File: src/rtl/mem_wb_stage.sv
// MEM/WB pipeline register: aligns and extends loads, qualifies the rd write, counts retirements.
// 1-cycle registered latency; stall holds every flop, flush kills the captured slot (flush wins over stall).
module mem_wb_stage #(
  parameter int XLEN = 32
) (
  input  logic            clk,
  input  logic            rst,
  input  logic            stall,
  input  logic            flush,
  input  logic            in_valid,
  input  logic [XLEN-1:0] in_alu_result,
  input  logic [XLEN-1:0] in_mem_rdata,
  input  logic [XLEN-1:0] in_pc_plus4,
  input  logic [XLEN-1:0] in_imm,
  input  logic [2:0]      in_funct3,
  input  logic [1:0]      in_addr_lo,
  input  logic [1:0]      in_wb_sel,
  input  logic            in_reg_write,
  input  logic [4:0]      in_rd,
  output logic            out_valid,
  output logic [XLEN-1:0] out_alu_result,
  output logic [XLEN-1:0] out_load_data,
  output logic [XLEN-1:0] out_pc_plus4,
  output logic [XLEN-1:0] out_imm,
  output logic [1:0]      out_wb_sel,
  output logic            out_reg_write,
  output logic [4:0]      out_rd,
  output logic            out_misaligned,
  output logic [31:0]     out_retired
);

  localparam logic [1:0] WB_LOAD = 2'b01;

  localparam logic [2:0] F3_LB  = 3'b000;
  localparam logic [2:0] F3_LH  = 3'b001;
  localparam logic [2:0] F3_LW  = 3'b010;
  localparam logic [2:0] F3_LBU = 3'b100;
  localparam logic [2:0] F3_LHU = 3'b101;

  logic [7:0]      load_byte;
  logic [15:0]     load_half;
  logic [XLEN-1:0] load_ext;
  logic            load_misaligned;
  logic            reg_write_qual;

  logic            valid_q,      valid_d;
  logic [XLEN-1:0] alu_result_q, alu_result_d;
  logic [XLEN-1:0] load_data_q,  load_data_d;
  logic [XLEN-1:0] pc_plus4_q,   pc_plus4_d;
  logic [XLEN-1:0] imm_q,        imm_d;
  logic [1:0]      wb_sel_q,     wb_sel_d;
  logic            reg_write_q,  reg_write_d;
  logic [4:0]      rd_q,         rd_d;
  logic            misaligned_q, misaligned_d;
  logic [31:0]     retired_q,    retired_d;

  // Little-endian lane pick ahead of the register.
  always_comb begin
    load_byte = 8'h00;
    case (in_addr_lo)
      2'b00:   load_byte = in_mem_rdata[7:0];
      2'b01:   load_byte = in_mem_rdata[15:8];
      2'b10:   load_byte = in_mem_rdata[23:16];
      default: load_byte = in_mem_rdata[31:24];
    endcase
    load_half = in_addr_lo[1] ? in_mem_rdata[31:16] : in_mem_rdata[15:0];
  end

  always_comb begin
    load_misaligned = 1'b0;
    if (in_wb_sel == WB_LOAD) begin
      case (in_funct3)
        F3_LH, F3_LHU: load_misaligned = in_addr_lo[0];
        F3_LW:         load_misaligned = (in_addr_lo != 2'b00);
        default:       load_misaligned = 1'b0;
      endcase
    end
  end

  always_comb begin
    load_ext = in_mem_rdata;
    case (in_funct3)
      F3_LB:   load_ext = {{(XLEN-8){load_byte[7]}}, load_byte};
      F3_LBU:  load_ext = {{(XLEN-8){1'b0}}, load_byte};
      F3_LH:   load_ext = {{(XLEN-16){load_half[15]}}, load_half};
      F3_LHU:  load_ext = {{(XLEN-16){1'b0}}, load_half};
      default: load_ext = in_mem_rdata;
    endcase
    if (load_misaligned) begin
      load_ext = '0;
    end
  end

  assign reg_write_qual = in_reg_write & in_valid & (in_rd != 5'd0) & ~load_misaligned;

  always_comb begin
    valid_d      = valid_q;
    alu_result_d = alu_result_q;
    load_data_d  = load_data_q;
    pc_plus4_d   = pc_plus4_q;
    imm_d        = imm_q;
    wb_sel_d     = wb_sel_q;
    reg_write_d  = reg_write_q;
    rd_d         = rd_q;
    misaligned_d = misaligned_q;
    retired_d    = retired_q;
    if (flush || !stall) begin
      alu_result_d = in_alu_result;
      load_data_d  = load_ext;
      pc_plus4_d   = in_pc_plus4;
      imm_d        = in_imm;
      wb_sel_d     = in_wb_sel;
    end
    if (flush) begin
      // Squashed slot: control cleared, data left as don't-care.
      valid_d      = 1'b0;
      reg_write_d  = 1'b0;
      rd_d         = 5'd0;
      misaligned_d = 1'b0;
    end else if (!stall) begin
      valid_d      = in_valid;
      reg_write_d  = reg_write_qual;
      rd_d         = in_rd;
      misaligned_d = load_misaligned;
      retired_d    = retired_q + {31'd0, in_valid};
    end
  end

  always_ff @(posedge clk or posedge rst) begin
    if (rst) begin
      valid_q      <= 1'b0;
      alu_result_q <= '0;
      load_data_q  <= '0;
      pc_plus4_q   <= '0;
      imm_q        <= '0;
      wb_sel_q     <= 2'b00;
      reg_write_q  <= 1'b0;
      rd_q         <= 5'd0;
      misaligned_q <= 1'b0;
      retired_q    <= 32'd0;
    end else begin
      valid_q      <= valid_d;
      alu_result_q <= alu_result_d;
      load_data_q  <= load_data_d;
      pc_plus4_q   <= pc_plus4_d;
      imm_q        <= imm_d;
      wb_sel_q     <= wb_sel_d;
      reg_write_q  <= reg_write_d;
      rd_q         <= rd_d;
      misaligned_q <= misaligned_d;
      retired_q    <= retired_d;
    end
  end

  assign out_valid      = valid_q;
  assign out_alu_result = alu_result_q;
  assign out_load_data  = load_data_q;
  assign out_pc_plus4   = pc_plus4_q;
  assign out_imm        = imm_q;
  assign out_wb_sel     = wb_sel_q;
  assign out_reg_write  = reg_write_q;
  assign out_rd         = rd_q;
  assign out_misaligned = misaligned_q;
  assign out_retired    = retired_q;

endmodule

File: config.mk
export PLATFORM = sky130hd
export DESIGN_NAME = mem_wb_stage
export DESIGN_NICKNAME = d
export VERILOG_FILES = /design/src/rtl/mem_wb_stage.sv
export SDC_FILE = /design/constraint.sdc
export NUM_CORES = 1
export LEC_CHECK = 0
export ABC_CLOCK_PERIOD_IN_PS = 4900
export CAP_MARGIN = 20
export CORE_MARGIN = 5
export CORE_UTILIZATION = 39
export DETAILED_ROUTE_END_ITERATION = 16
export PLACE_DENSITY = 0.77
export SKIP_LAST_GASP = 1
export SLEW_MARGIN = 20
export SYNTH_ARGS = -nofsm -noshare
export SYNTH_HDL_FRONTEND = slang
export SYNTH_SLANG_ARGS = --single-unit
File: constraint.sdc
create_clock -name clk -period 4.9 [get_ports clk]
set_input_delay 0.49 -clock clk [delete_from_list [all_inputs] [get_ports clk]]
set_output_delay 0.49 -clock clk [all_outputs]
set_load 0.05 [all_outputs]
==> impl_metrics.toml <==
[outcome]
run_status = "finished clean"

[flow_run]
maxCapViolCount = 0

[route]
drc = 0
detail_route.wl_per_cell_um = 17.21
ant_nets = 0
viasPerCell = 4.942
dr.pass1.iters = 8
vias = 6602
drt_wl_total_um = 23000
drt-initial-drc-count = 273

[synth]
yosysWarnings = 0
synth-compound-area-share_pct = 9.185
syn_area_um2 = 7492
yosys.area_share.simple_pct = 23.50
syn_nets = 919
ys_types = 52
seq_area_frac_synth_pct = 56.78
synth_area_per_cell_um2 = 9.717
syn_inst = 771
synth_top_family_by_area = "simple AND/OR/NAND/NOR gates"
synth_xor_area_share_pct = 3.507
synth-adder-area-share_pct = 0.3340
yosys-mux-area-fraction_pct = 3.741
ys_ff_latch = 170

[worst_setup_path]
crit_family = "buffers and inverters"
critPathKind = "in2reg"
cp_slowest_cell = "clkdlybuf4s50_1"
crit_fanout = 23
path_depth = 5
reg2reg_depth = 6
slowest_delay_ps = 1060
cp_num_buf_inv = 1
cp-end-kind = "flop"
cp.arrival_ps = 3100
r2r_setup_slack_ps = 2830
start_kind = "input port"
path_cells = "clkdlybuf4s50_1 -> mux4_2 -> a22oi_4 -> a2bb2oi_1 -> o21ai_0"
cp.required_ps = 5190

[clock_network]
hold_buffers = 0
postCtsSetupRepairBufs = 0
clk_latency_ps = 420
cts_buffers = 17
cts.sinks = 170
cts_root_buf = "clkbuf_16"
cts_tree = "yes"
clkTransAtPathRegs_ps = 70
ctsResizeCount = 0
cts_max_path_buffers = 2
htree_num_levels = 4

[timing]
fin_ws_ps = 2094
worst_pin_slew_ps = 1064
finalHoldViolCount = 0
skew_ps = 8.136
whs_ps = 464.5
min_period_over_period_pct = 57.27
setup_viol = 0
setup-tns-final_ps = 0
maxSlewViolCount = 0
rsz0062_at_grt = "false"
clock.fmax_mhz = 356.4
min_period_ps = 2806
maxSlewHeadroom_pct = 29.09

[power]
seq_power_share_pct = 38.2
power.density_nw_per_um2 = 364.6
p_leak_nw = 5.172
power_frac_clock_pct = 35.4
power.internal_mw = 2.815
swShare_pct = 32.79
finalPower_mw = 4.189
comb_power_share_pct = 26.4
switching_power_mw = 1.374
peakVddDrop_uv = 225.4

[placed_design]
dp_hpwl_um = 16710
finalWeightedCongestion = 0.8751
dp.cells = 1304
port_buffers = 315
placed_area_um2 = 10840
dp_worst_setup_slack_ps = 1682

[finish]
area_growth_pct = 53.34
fin_nets = 1211
final_cells = 1336
drive_gt1_share_pct = 6.784
finish.utilization_pct = 61.01
post-route-cell-area_um2 = 11490
diodes = 0

[floorplan]
dieHeight_um = 148.6
core_um2 = 18830
initial_core_util_pct = 39.79
io_pins = 316
rows = 50
die_w_um = 148.6
dieArea_um2 = 22080

[global_route]
antenna_found_initial = 0
grt_max_degree = 171
grt_overflow = 0
grt_pass1_wl_um = 35980
grt_pass1_vias = 6781
grt_usage_pct = 20.58

[hold_path]
hold_depth = 2
hold_class = "reg2reg"
-- sequential cells by signal, summed over array words and instances, names as in the netlist --
| register | count |
|---|---|
| out_rd | 5 |
| out_reg_write | 1 |
| out_alu_result | 32 |
| out_pc_plus4 | 32 |
| out_valid | 1 |
| out_wb_sel | 2 |
| out_retired | 32 |
| out_load_data | 32 |
| out_misaligned | 1 |
| out_imm | 32 |
-- power groups by stage --
stage               combinational, mW  clock (mW)  sequential [mW]
global placement                 1.10           0             1.62
CTS                              1.12        1.51             1.60
global route                     1.16        1.58             1.62
floorplan                       0.240           0             2.04
finish                           1.11        1.48             1.60
detailed placement               1.11           0             1.63
-- worst min-delay path: stages, from the launching register on --
cell     delay [ps]
dfrtp_1         340
nand2_1          50
nand2_1          40
-- logic make-up (layout without fill, tap and decap cells) --
family | count (synthesis) | count (layout)
AOI/OAI and AO/OA | 78 | 78
xor gates and xnor gates | 30 | 30
adders and majority gates | 2 | 2
buffers and inverters | 51 | 356
DFF | 170 | 170
muxes | 25 | 25
and+or+nand+nor | 415 | 415
-- cells in the final DEF, fill, tap and decap left out, types with 5 or more instances in the layout --
cell / Yosys / routed
nand4_1: 15 / 15
a2111oi_0: 6 / 6
mux2_2: 14 / 14
nand2_1: 327 / 327
a32oi_1: 6 / 6
a2bb2oi_1: 7 / 7
a2bb2oi_2: 10 / 10
clkdlybuf4s50_1: 0 / 315
dfrtp_1: 170 / 170
nand2b_1: 7 / 6
a21oi_1: 6 / 6
clkbuf_16: 0 / 17
nor2b_1: 7 / 6
inv_6: 0 / 5
mux2i_1: 10 / 10
nand3_1: 12 / 12
nor3_1: 5 / 5
o21ai_1: 10 / 10
xnor2_1: 20 / 20
o31ai_1: 6 / 6
o21ai_0: 7 / 7
xor2_1: 10 / 10
nor2_1: 19 / 19
a221o_1: 6 / 6
-- synthesized netlist by cell type (all sizes together) --
library cell / number / area, um^2
a2111oi: 7 / 80.08
a21o: 3 / 22.52
a21oi: 6 / 30.03
a221o: 6 / 60.06
a22oi: 1 / 21.27
a2bb2oi: 17 / 211.5
a32o: 4 / 40.04
a32oi: 6 / 52.55
and2: 1 / 6.260
and3: 4 / 25.02
and4: 4 / 35.03
buf: 18 / 96.35
clkbuf: 28 / 106.4
dfrtp: 170 / 4254
ha: 2 / 25.02
inv: 5 / 18.77
mux2: 14 / 157.7
mux2i: 10 / 100.1
mux4: 1 / 22.52
nand2: 327 / 1227
nand2b: 7 / 43.79
nand3: 13 / 70.07
nand3b: 1 / 7.510
nand4: 15 / 93.84
nand4bb: 1 / 11.26
nor2: 19 / 71.32
nor2b: 7 / 43.79
nor3: 6 / 35.03
nor3b: 1 / 12.51
nor4: 3 / 33.78
o211ai: 1 / 7.510
o21ai: 17 / 85.08
o21bai: 2 / 15.01
o22a: 1 / 8.760
o31ai: 6 / 45.04
o32ai: 1 / 8.760
or2: 3 / 18.77
or3: 1 / 6.260
or3b: 1 / 11.26
or4: 1 / 7.510
xnor2: 20 / 175.2
xor2: 10 / 87.58
-- metal layers --
| layer | vias up | track usage [%] | part of all wire (%) |
|---|---|---|---|
| li1 | 3150 | - | - |
| met1 | 3139 | 25.30 | 40 |
| met2 | 266 | 33.28 | 48 |
| met3 | 47 | 7.374 | 9.4 |
| met4 | 0 | 7.945 | 2.8 |
| met5 | - | 0 | 0 |
-- area by class of cell --
class / instances / area, um^2
flip-flops and latches: 170 / 4254
clock buffers: 19 / 442.9
multi-input cells: 550 / 3032
clock inverters: 13 / 203.9
fillers: 1571 / 7342
repair buffers: 319 / 3208
inverters: 5 / 22.52
well taps: 260 / 325.3
-- path summary, 6_finish.rpt --
path	startpoint	to
max	in_addr_lo[1]	out_load_data[27]
min	out_imm[2]	out_imm[2]
max reg2reg	out_retired[0]	out_retired[16]
min reg2reg	out_imm[2]	out_imm[2]
max in group asynchronous	rst	out_load_data[0]
min in group asynchronous	rst	out_pc_plus4[14]
Power figures use the tool's default switching activity.
